==> config.mk <==
export PLATFORM = sky130hd
export DESIGN_NAME = fetch_unit
export DESIGN_NICKNAME = d
export VERILOG_FILES = /design/src/rtl/fetch_unit.sv
export SDC_FILE = /design/constraint.sdc
export NUM_CORES = 1
export LEC_CHECK = 0
export CAP_MARGIN = 0
export CELL_PAD_IN_SITES_DETAIL_PLACEMENT = 1
export CELL_PAD_IN_SITES_GLOBAL_PLACEMENT = 2
export CORE_MARGIN = 5
export CORE_UTILIZATION = 30
export DETAILED_ROUTE_END_ITERATION = 7
export PLACE_DENSITY = 0.88
export SLEW_MARGIN = 20
export SYNTH_ARGS = -nofsm -noshare
export SYNTH_HDL_FRONTEND = slang
export SYNTH_SLANG_ARGS = --single-unit
==> constraint.sdc <==
create_clock -name clk -period 4.1 [get_ports clk]
set_clock_uncertainty 0.1 [all_clocks]
set_input_delay 0.615 -clock clk [delete_from_list [all_inputs] [get_ports clk]]
set_output_delay 0.615 -clock clk [all_outputs]
set_load 0.01 [all_outputs]
==> src/rtl/fetch_unit.sv <==
// Instruction fetch stage: PC ownership, credit-limited imem requests, {instr, pc} buffer for decode.
// Define FETCH_BYPASS_EN to present a response on out_* in its arrival cycle when the buffer is empty.
module fetch_unit #(
  parameter logic [31:0] RESET_PC = 32'h0000_0000,
  parameter int unsigned DEPTH    = 2
) (
  input  logic        clk,
  input  logic        rst,
  output logic        imem_req_valid,
  input  logic        imem_req_ready,
  output logic [31:0] imem_req_addr,
  input  logic        imem_rsp_valid,
  input  logic [31:0] imem_rsp_data,
  input  logic        redirect_valid,
  input  logic [31:0] redirect_pc,
  output logic        out_valid,
  input  logic        out_ready,
  output logic [31:0] out_instr,
  output logic [31:0] out_pc
);
  localparam int unsigned CW = $clog2(DEPTH + 1);
  localparam int unsigned SW = CW + 1;
  localparam int unsigned PW = (DEPTH > 1) ? $clog2(DEPTH) : 1;

  logic [31:0]   r_pc;
  logic [31:0]   r_buf_instr [DEPTH];
  logic [31:0]   r_buf_pc    [DEPTH];
  logic [PW-1:0] r_rd_ptr;
  logic [PW-1:0] r_wr_ptr;
  logic [PW-1:0] r_rq_ptr;
  logic [CW-1:0] r_count;
  logic [CW-1:0] r_inflight;
  logic [CW-1:0] r_discard;

  logic w_credit;
  logic w_req_fire;
  logic w_rsp_live;
  logic w_rsp_drop;
  logic w_byp;
  logic w_pop;
  logic w_buf_pop;
  logic w_push;

  function automatic logic [PW-1:0] f_inc(input logic [PW-1:0] p);
    return (32'(p) == DEPTH - 1) ? '0 : p + PW'(1);
  endfunction

  always_comb begin
    w_credit       = (SW'(r_inflight) + SW'(r_count)) < SW'(DEPTH);
    imem_req_valid = !rst && !redirect_valid && w_credit;
    imem_req_addr  = r_pc;
    w_req_fire     = imem_req_valid && imem_req_ready;
    w_rsp_live     = imem_rsp_valid && (r_discard == '0);
    w_rsp_drop     = imem_rsp_valid && (r_discard != '0);
`ifdef FETCH_BYPASS_EN
    w_byp          = w_rsp_live && (r_count == '0);
`else
    w_byp          = 1'b0;
`endif
    out_valid      = ((r_count != '0) || w_byp) && !redirect_valid;
    out_instr      = '0;
    out_pc         = '0;
    // With an empty buffer rd_ptr == wr_ptr, so the reserved tag slot serves the bypassed word too
    if (out_valid) begin
      out_instr = w_byp ? imem_rsp_data : r_buf_instr[r_rd_ptr];
      out_pc    = r_buf_pc[r_rd_ptr];
    end
    w_pop          = out_valid && out_ready;
    w_buf_pop      = w_pop && !w_byp;
    w_push         = w_rsp_live && !(w_byp && w_pop);
  end

  always_ff @(posedge clk) begin
    if (rst) begin
      r_pc       <= RESET_PC;
      r_rd_ptr   <= '0;
      r_wr_ptr   <= '0;
      r_rq_ptr   <= '0;
      r_count    <= '0;
      r_inflight <= '0;
      r_discard  <= '0;
    end else begin
      r_inflight <= r_inflight + CW'(w_req_fire) - CW'(imem_rsp_valid);
      if (redirect_valid) begin
        r_pc      <= redirect_pc & ~32'h3;
        r_rd_ptr  <= '0;
        r_wr_ptr  <= '0;
        r_rq_ptr  <= '0;
        r_count   <= '0;
        r_discard <= r_inflight - CW'(imem_rsp_valid);
      end else begin
        if (w_req_fire) begin
          r_pc     <= r_pc + 32'd4;
          r_rq_ptr <= f_inc(r_rq_ptr);
        end
        if (w_rsp_live) r_wr_ptr <= f_inc(r_wr_ptr);
        if (w_pop)      r_rd_ptr <= f_inc(r_rd_ptr);
        r_count   <= r_count + CW'(w_push) - CW'(w_buf_pop);
        r_discard <= r_discard - CW'(w_rsp_drop);
      end
    end
  end

  // Tag is reserved in the slot at request time; the word lands in the same slot on response
  always_ff @(posedge clk) begin
    if (!rst && !redirect_valid) begin
      if (w_req_fire) r_buf_pc[r_rq_ptr]    <= r_pc;
      if (w_push)     r_buf_instr[r_wr_ptr] <= imem_rsp_data;
    end
  end

endmodule

## Word level (Yosys, flattened, before mapping)

Memories as Yosys holds them, arrays and structs flattened. A register that Yosys moved wholly into a read port is not among the register bits.
Cells that the tools add are included.

| word-level totals | value |
|---|---|
| register bits | 41 |
| RAM bits | 128 |
| output and inout port bits | 98 |
| logic and storage cells | 54 |
| memories | 2 |

| operators by class | value |
|---|---|
| add/subtract/negate cells | 11 |
| $lt $le $gt $ge | 1 |
| muxes and demuxes | 18 |
| reductions and logical operators | 14 |

Memory list:

| memory | words | width | read ports | clocked after Yosys merged registers in | write ports | RTL line | source |
|---|---|---|---|---|---|---|---|
| r_buf_instr | 2 | 32 | 1 | 1 | 1 | 26 | `logic [31:0] r_buf_instr [DEPTH];` |
| r_buf_pc | 2 | 32 | 1 | 1 | 1 | 27 | `logic [31:0] r_buf_pc [DEPTH];` |

Operators by type and width:

| cell | count |
|---|---|
| $mux W32 | 4 |
| $add A32 B3 Y32 const B | 1 |
| $mux W1 | 13 |
| $sub A2 B1 Y2 | 4 |
| $logic_and A1 B1 Y1 | 7 |
| $reduce_bool A2 Y1 | 3 |
| $add A2 B1 Y2 | 2 |
| $add A1 B1 Y1 const B | 3 |
| $add A2 B2 Y3 | 1 |
| $lt A3 B2 Y1 const B | 1 |
| $logic_not A1 Y1 | 2 |
| $logic_not A2 Y1 | 1 |
| $mux W2 | 1 |
| $reduce_or A2 Y1 | 1 |

## Logic depth before layout (Yosys ltp)

Gate-level depths: netlist of the first run.

| depth | value |
|---|---|
| depth in word-level cells | 7 |
| gate-level depth with buffers | 11 |
| mapped depth without buffers | 10 |

## Least setup slack after synthesis of the first run

No wires, ideal clock.

| path | value |
|---|---|
| path type | input-to-reg |
| start | in rst |
| end | mem r_buf_instr[0][0] (enable) |
| library setup time | 461 ps |
| data arrival time | 3395 ps |
| data required time | 3539 ps |
| path slack | 144 ps |
| stages | 3 |
| cell sequence | or2_2 -> clkbuf_1 -> nor3_1 |

| between the ends | value |
|---|---|
| longest elaborated chain between the ends | 4 |

Ends and longest elaborated chain:

| item | RTL line | source |
|---|---|---|
| start, declared | 8 | `input logic rst,` |
| $logic_not A1 Y1 | 106 | `if (!rst && !redirect_valid) begin` |
| $logic_and A1 B1 Y1 | 106 |  |
| $mux W1 | 106 |  |
| $mux W1 (implied by the code) | 108 | `if (w_push) r_buf_instr[r_wr_ptr] <= imem_rsp_data;` |
| end, declared | 26 |  |

Every way passes these cells.

## Worst setup path after layout of the first run

| path | value |
|---|---|
| start | in redirect_valid |
| end | out out_instr[15] |

| between the ends | value |
|---|---|
| longest elaborated chain between the ends | 3 |

Ends and longest elaborated chain:

| item | RTL line | source |
|---|---|---|
| start, declared | 14 | `input logic redirect_valid,` |
| $logic_not A1 Y1 | 60 | `out_valid = ((r_count != '0) \|\| w_byp) && !redirect_valid;` |
| $logic_and A1 B1 Y1 | 60 |  |
| $mux W32 | 64 | `if (out_valid) begin` |
| end, declared | 18 | `output logic [31:0] out_instr,` |

Every way passes these cells.

==> results by group, run 1 <==
Setup path
  – Critical Path Source: redirect_valid
  – End of the critical path: out_instr[15]
  – Critical path cell sequence: clkdlybuf4s50_1, clkinv_1, o21ai_4, buf_4, nor2_1, clkdlybuf4s50_1
  – Crit start category: primary input
  – CP Max Fanout: 34
  – Most Frequent Cell on Critical Path: clkdlybuf4s50_1
  – Crit path max-delay family: buffers and inverters
  – RR Startpoint: r_count[0]
  – R2R Setup Slk: 0.79 ns
  – Critical Path Max Stage Delay: 0.53 ns
  – Worst R2R Path Depth: 6
  – CP max-delay cell: clkdlybuf4s50_1
  – Crit Reg-Reg Endpoint: imem_req_addr[21]
  – Crit path buf inv count: 4
  – CP endpoint kind: output port
  – CP Class: primary input to output port
  – Worst Path Required: 3.38 ns
  – Worst EP arrival: 2.68 ns
  – Levels on crit path: 6

Yosys
  – Yosys cell types: 57
  – Sequential-to-total area share from yosys stat: 64.3%
  – #FFs+latches synth: 164
  – Cell count after synthesis: 556
  – Top_reg_cell synth: edfxtp_1
  – Synth warn: 0
  – Synthesized cell area: 7030 sq um
  – Ys async rst share: 0%
  – Number of flops mapped to enable cells by yosys: 124
  – Area leader, netlist: edfxtp_1
  – Dominant cells by area after synthesis: edfxtp_1 (53%), dfxtp_1 (11%), mux2i_1 (8.8%)
  – Average cell area after synthesis: 12.7 sq um
  – Synth top area share: 52.9%

Routing
  – Vias: 5061
  – Met2 wire length: 9.24 mm
  – Initial DRT Pass Iterations: 4
  – Antenna-violating nets left: 0
  – Vias/cell: 4.82
  – WL per Instance: 18.6 um
  – WL met3: 1.24 mm
  – DRT iter0 DRCs: 273
  – Highest metal used: met4
  – Drt total wl: 19.5 mm
  – M1 WL: 8.85 mm
  – Residual DRC: 0

Pwr
  – Power Density: 410 nW/um^2
  – Pleak: 3.12 nW
  – Peak VDD IR: 180 uV

Clock network
  – Number of buffers created by CTS: 17
  – Skew-Pair Late Insertion Delay: 0.43 ns
  – Post-CTS Repair Setup Buffers: 0
  – CTS H-tree depth: 4
  – Clock slew at reported path FFs: 0.07 ns
  – Post-CTS Hold Buffers: 0
  – Sinks on Clock Net: 164
  – CTS resizes: 0
  – CTS root buf: clkbuf_16
  – CTS tree: yes
  – Clock Path Buffers: 2

Timing
  – RSZ-0062 raised after global routing: false
  – Fin. Hold Viols: 0
  – Post-layout min period: 3.39 ns
  – Fmax: 295 MHz
  – # setup viols final: 0
  – Slew Viols, Final: 0
  – TNS Setup: 0 ns
  – Period utilisation layout: 82.7%
  – Rel. slew slack: 31.6%
  – Slew of the pin with the lowest slew margin: 1.02 ns

Global route
  – Global-route wire length before repair: 29.6 mm
  – GRT Util Overall: 14.6%
  – Initial antenna violation count: 0
  – Largest net degree at the start of global routing: 48
  – Total global routing overflow: 0
  – Vias in the first global route: 5208

Floorplan
  – Die Width: 163 um
  – Number of placement rows: 56
  – Die area: 26600 sq um
  – Ports: 168
  – Die height: 163 um
  – Initial core utilization: 30.2%
  – Core area: 23300 sq um

Placed design
  – I/O Buffers: 161
  – GPL Wtd Cong: 0.779
  – Final HPWL DP: 13.8 mm
  – Placed Cells: 1018

Hold path
  – Min-Delay Path Class: flip-flop to flip-flop

Flow run
  – Max Cap Viol: 0

Cells and area
  – Ant diodes: 0
  – Most frequent cells in the layout: clkdlybuf4s50_1 (161), edfxtp_1 (124), nor2_1 (91)
  – Most common cell after layout, fill and taps aside: clkdlybuf4s50_1
  – Area growth syn-to-layout: 37.2%
  – Final #Nets: 796
  – Layout cell share with drive strength beyond 1: 7.52%
  – Non-Filler Instances: 1050
  – Final-layout fill cell count: 2481
  – Core Util, Final: 41.5%

Status
  – Status: finished, final reports clean
-- worst min-delay path, delay by kind of cell (launching register included) --
| family | cells | cell delay [ns] |
|---|---|---|
| xor+xnor | 1 | 0.09 |
| flops | 1 | 0.33 |
| simple gates | 1 | 0.08 |
-- registers in the layout, summed over array words and instances (netlist names), 2 cells and up, named ones only --
| signal | flops |
|---|---|
| imem_req_addr | 30 |
| r_inflight | 2 |
| r_discard | 2 |
| r_buf_instr | 64 |
| r_count | 2 |
| r_buf_pc | 60 |
-- cell usage after synthesis (all sizes together) (3+ instances only) --
cell type / number
a21oi: 4
or3: 8
a211o: 3
mux2i: 62
or2: 4
edfxtp: 124
nor2: 92
and2: 4
a41o: 3
xnor2: 9
o21ai: 4
inv: 10
a31oi: 4
ha: 7
nand2: 26
nor3: 5
o211ai: 3
nor4: 8
nand3: 7
dfxtp: 40
or4: 9
and4: 4
nand4: 14
a211oi: 7
o31ai: 6
buf: 8
and3: 8
a311oi: 6
nor3b: 3
o2111a: 4
clkbuf: 27
nor2b: 5
xor2: 7
-- cell type report --
type	count	area, sq um	area share (%)
clock buffers	19	454	4.70
repair buffers	175	1720	17.8
multi-input cells	349	2350	24.4
flip-flops and latches	164	4530	46.9
well taps	319	399	4.13
clock inverters	13	164	1.70
inverters	11	41.3	0.428
-- layer usage --
layer  track usage (%)  vias to the layer above
met3              3.91                       16
met1              19.6                     2505
li1                  -                     2399
met5                 0                        -
met4              3.66                        0
met2              23.7                      141
-- where the power goes --
group	switching, W	internal [W]	leakage, nW	total (W)
combinational	0.000182	0.000202	1.36	0.000384
clock	0.000698	0.000957	0.304	0.00166
sequential	0.0000654	0.00185	1.46	0.00192
-- cell families after synthesis --
group | share of synthesized area, %
buffers and inverters | 2.69
AND/OR/NAND/NOR | 14.0
multiplexers | 8.82
other | 0.0533
AO/OA/AOI/OAI | 6.62
flip-flops | 64.3
adder cells (fa/ha/maj) | 1.53
XOR/XNOR | 1.99
-- stage by stage --
stage                     setup slack (ns)  instance area [sq um]  hold WS, ns  power, W
after CTS                            0.666                   9650        0.430   0.00400
after global routing                 0.588                   9650        0.464   0.00413
after detailed placement             0.666                   9040        0.412   0.00234
final                                0.708                   9650        0.430   0.00395
after floorplan                      0.144                   7050        0.381   0.00211
after global placement               0.675                   9040        0.390   0.00233
-- how the worst min path moves through the flow --
stage | from | end | slack, ns | depth (start not counted)
3_5_place_dp | r_rd_ptr | flip-flop | 0.41 | 2
3_3_place_gp | r_rd_ptr | flip-flop | 0.39 | 2
4_1_cts | r_rd_ptr | flip-flop | 0.43 | 2
5_1_grt | imem_req_addr[28] | r_buf_pc[1][28] | 0.46 | 0
2_1_floorplan | r_rd_ptr | flip-flop | 0.38 | 2
6_report | r_rd_ptr | flip-flop | 0.43 | 2
No activity file was read; power rests on OpenSTA's default activity.
==> run 2, diff against run 1 <==
==> constraint.sdc (replaced) <==
create_clock -name clk -period 3.1 [get_ports clk]
set_clock_uncertainty 0.1 [all_clocks]
set_input_delay 0.465 -clock clk [delete_from_list [all_inputs] [get_ports clk]]
set_output_delay 0.465 -clock clk [all_outputs]
set_load 0.01 [all_outputs]
==> run 2 against run 1 <==
Worst setup slack worse by 0.57 ns. Clock power is 34% higher. Worst hold slack better by 0.00087 ns. Cell count is 0.95% higher. Via count increased by 0.95%. Non-clock buffer count up 10. Critical path depth grew 1. Highest routed layer unchanged.
==> results by group, run 2 (synthesis gave the netlist of run 1 again) <==
Clock network
  – Post-CTS Repair Setup Buffers: 0 (unchanged)
  – CTS H-tree depth: 4 (unchanged)
  – Skew-Pair Late Insertion Delay: 0.42 ns (about the same)
  – Clock Path Buffers: 2 (unchanged)
  – Clock slew at reported path FFs: 0.07 ns (about the same)
  – Number of buffers created by CTS: 17 (unchanged)
  – Sinks on Clock Net: 164 (unchanged)
  – CTS root buf: clkbuf_16
  – CTS tree: yes

Global route
  – Largest net degree at the start of global routing: 44 (-8.3%)
  – Total global routing overflow: 0 (unchanged)
  – GRT Util Overall: 14.8% (+0.14 points)
  – Initial antenna violation count: 0 (unchanged)
  – Global-route wire length before repair: 30.4 mm (+2.4%)
  – Vias in the first global route: 5330 (+2.3%)

Setup path
  – Worst EP arrival: 3.19 ns (+0.51 ns)
  – CP max-delay cell: or4_1
  – Critical path cell sequence: and2_1, fa_1, or3b_4, or4_1, buf_4, or3_1, a311oi_1
  – CP endpoint kind: flip-flop
  – CP Max Fanout: 7 (-79%)
  – CP Class: flip-flop to flip-flop
  – Worst Path Required: 3.33 ns (-0.05 ns)
  – Crit start category: flip-flop
  – Critical Path Max Stage Delay: 0.55 ns (+0.02 ns)

Routing
  – Drt total wl: 19.6 mm (+0.56%)
  – Antenna-violating nets left: 0 (unchanged)
  – Vias/cell: 4.82 (about the same)
  – WL per Instance: 18.5 um (-0.39%)
  – Initial DRT Pass Iterations: 4 (unchanged)
  – Vias: 5109 (+0.95%)
  – DRT iter0 DRCs: 349 (+28%)
  – Residual DRC: 0 (unchanged)

Floorplan
  – Number of placement rows: 56 (unchanged)
  – Core area: 23300 sq um (unchanged)
  – Die Width: 163 um (unchanged)
  – Die height: 163 um (unchanged)
  – Initial core utilization: 30.2% (unchanged)
  – Die area: 26600 sq um (unchanged)
  – Ports: 168 (unchanged)

Timing
  – Fmax: 337 MHz
  – Post-layout min period: 2.96 ns
  – Rel. slew slack: 62.7% (+31 points)
  – TNS Setup: 0 ns (unchanged)
  – Slew Viols, Final: 0 (unchanged)
  – Period utilisation layout: 95.6%
  – Slew of the pin with the lowest slew margin: 0.557 ns (-0.465 ns)
  – RSZ-0062 raised after global routing: false
  – Fin. Hold Viols: 0 (unchanged)
  – WHS: 0.431 ns (+0.000875 ns)
  – # setup viols final: 0 (unchanged)

Cells and area
  – Most frequent cells in the layout: clkdlybuf4s50_1 (161), edfxtp_1 (124), nor2_1 (91)
  – Post-route cell area: 9850 sq um (+2.0%)
  – Final #Nets: 806 (+1.3%)
  – Core Util, Final: 42.3% (+0.83 points)
  – Final-layout fill cell count: 2458 (-0.93%)
  – Ant diodes: 0 (unchanged)
  – Top reg by flops: r_buf_instr
  – Max reg flops: 64 (unchanged)
  – Layout cell share with drive strength beyond 1: 9.18% (+1.7 points)
  – Most common cell after layout, fill and taps aside: clkdlybuf4s50_1
  – Area growth syn-to-layout: 40.0%

Hold path
  – Min-Delay Path Class: flip-flop to flip-flop

Flow run
  – Max Cap Viol: 0 (unchanged)

Pwr
  – Power Density: 538 nW/um^2 (+31%)
  – Pleak: 3.20 nW (+2.4%)
  – Peak VDD IR: 338 uV (+88%)

Placed design
  – Final HPWL DP: 14.1 mm (+2.7%)
  – I/O Buffers: 161 (unchanged)
  – GPL Wtd Cong: 0.771 (-1.0%)
  – Dpl cell area: 9210 sq um (+1.9%)

Status
  – Status: finished, final reports clean
-- run 2: timing repair --
item                                    in CTS  in global routing
hold buffers                                 0                  0
endpoints found under the hold margin        0                  0
gates resized for setup                      0                  2
endpoints found under the setup margin       0                  2
-- run 2: per-layer routing --
metal  GRT usage, %  part of all wire, %  wire length [um]  vias to the layer above
met5              0                    0                 0                        -
met4           4.61                  1.6               308                        0
met3           3.43                  5.8              1140                       18
met2           24.0                   48              9370                      147
met1           19.6                   45              8790                     2526
li1               -                    -                 -                     2418
-- run 2: worst max-delay path: cells and delay by family (launching register included) --
kind | cells | cell delay, ns
adders and majority gates | 1 | 0.50
and+or+nand+nor | 4 | 1.51
AOI/OAI and AO/OA | 1 | 0.25
DFF | 1 | 0.34
buffers and inverters | 1 | 0.18
-- run 2: final cells by class --
cell class              count  area [sq um]  share of cell area [%]
clock buffers              20           467                    4.74
clock inverters            12           165                    1.68
inverters                  11          41.3                   0.419
multi-input cells         349          2370                    24.0
flip-flops and latches    164          4530                    46.0
well taps                 319           399                    4.05
repair buffers            185          1880                    19.1
-- run 2: final timing paths --
kind	from	to	slack, ns	depth (start not counted)
hold reg to reg	r_rd_ptr	r_rd_ptr	0.43	2
hold / removal	r_rd_ptr	r_rd_ptr	0.43	2
setup reg to reg	r_count[0]	imem_req_addr[19]	0.14	7
setup / recovery	r_count[0]	imem_req_addr[19]	0.14	7
-- run 2: through the flow --
step / std cells / worst slack (ns) / power, W
after floorplan: 559 / 0.0673 / 0.00280
after CTS: 1060 / 0.0390 / 0.00538
final: 1060 / 0.136 / 0.00530
after global routing: 1060 / 0.0193 / 0.00552
after global placement: 1028 / 0.159 / 0.00311
after detailed placement: 1028 / 0.0958 / 0.00313
-- run 2: where the power goes --
part	internal, W	leakage, nW	switching, W	total [W]
logic	0.000287	1.43	0.000255	0.000541
registers	0.00245	1.47	0.0000847	0.00253
clock network	0.00135	0.300	0.000880	0.00223
total	0.00408	3.20	0.00122	0.00530
==> run 3, diff against run 2 <==
--- a/config.mk
+++ b/config.mk
@@ -10,6 +10,7 @@
 export CELL_PAD_IN_SITES_GLOBAL_PLACEMENT = 2
 export CORE_MARGIN = 5
 export CORE_UTILIZATION = 30
+export CTS_CLUSTER_DIAMETER = 50
 export DETAILED_ROUTE_END_ITERATION = 7
 export PLACE_DENSITY = 0.88
 export SLEW_MARGIN = 20
==> results of run 3 <==
The final DEF is identical to that of run 2; final timing and power are the same.
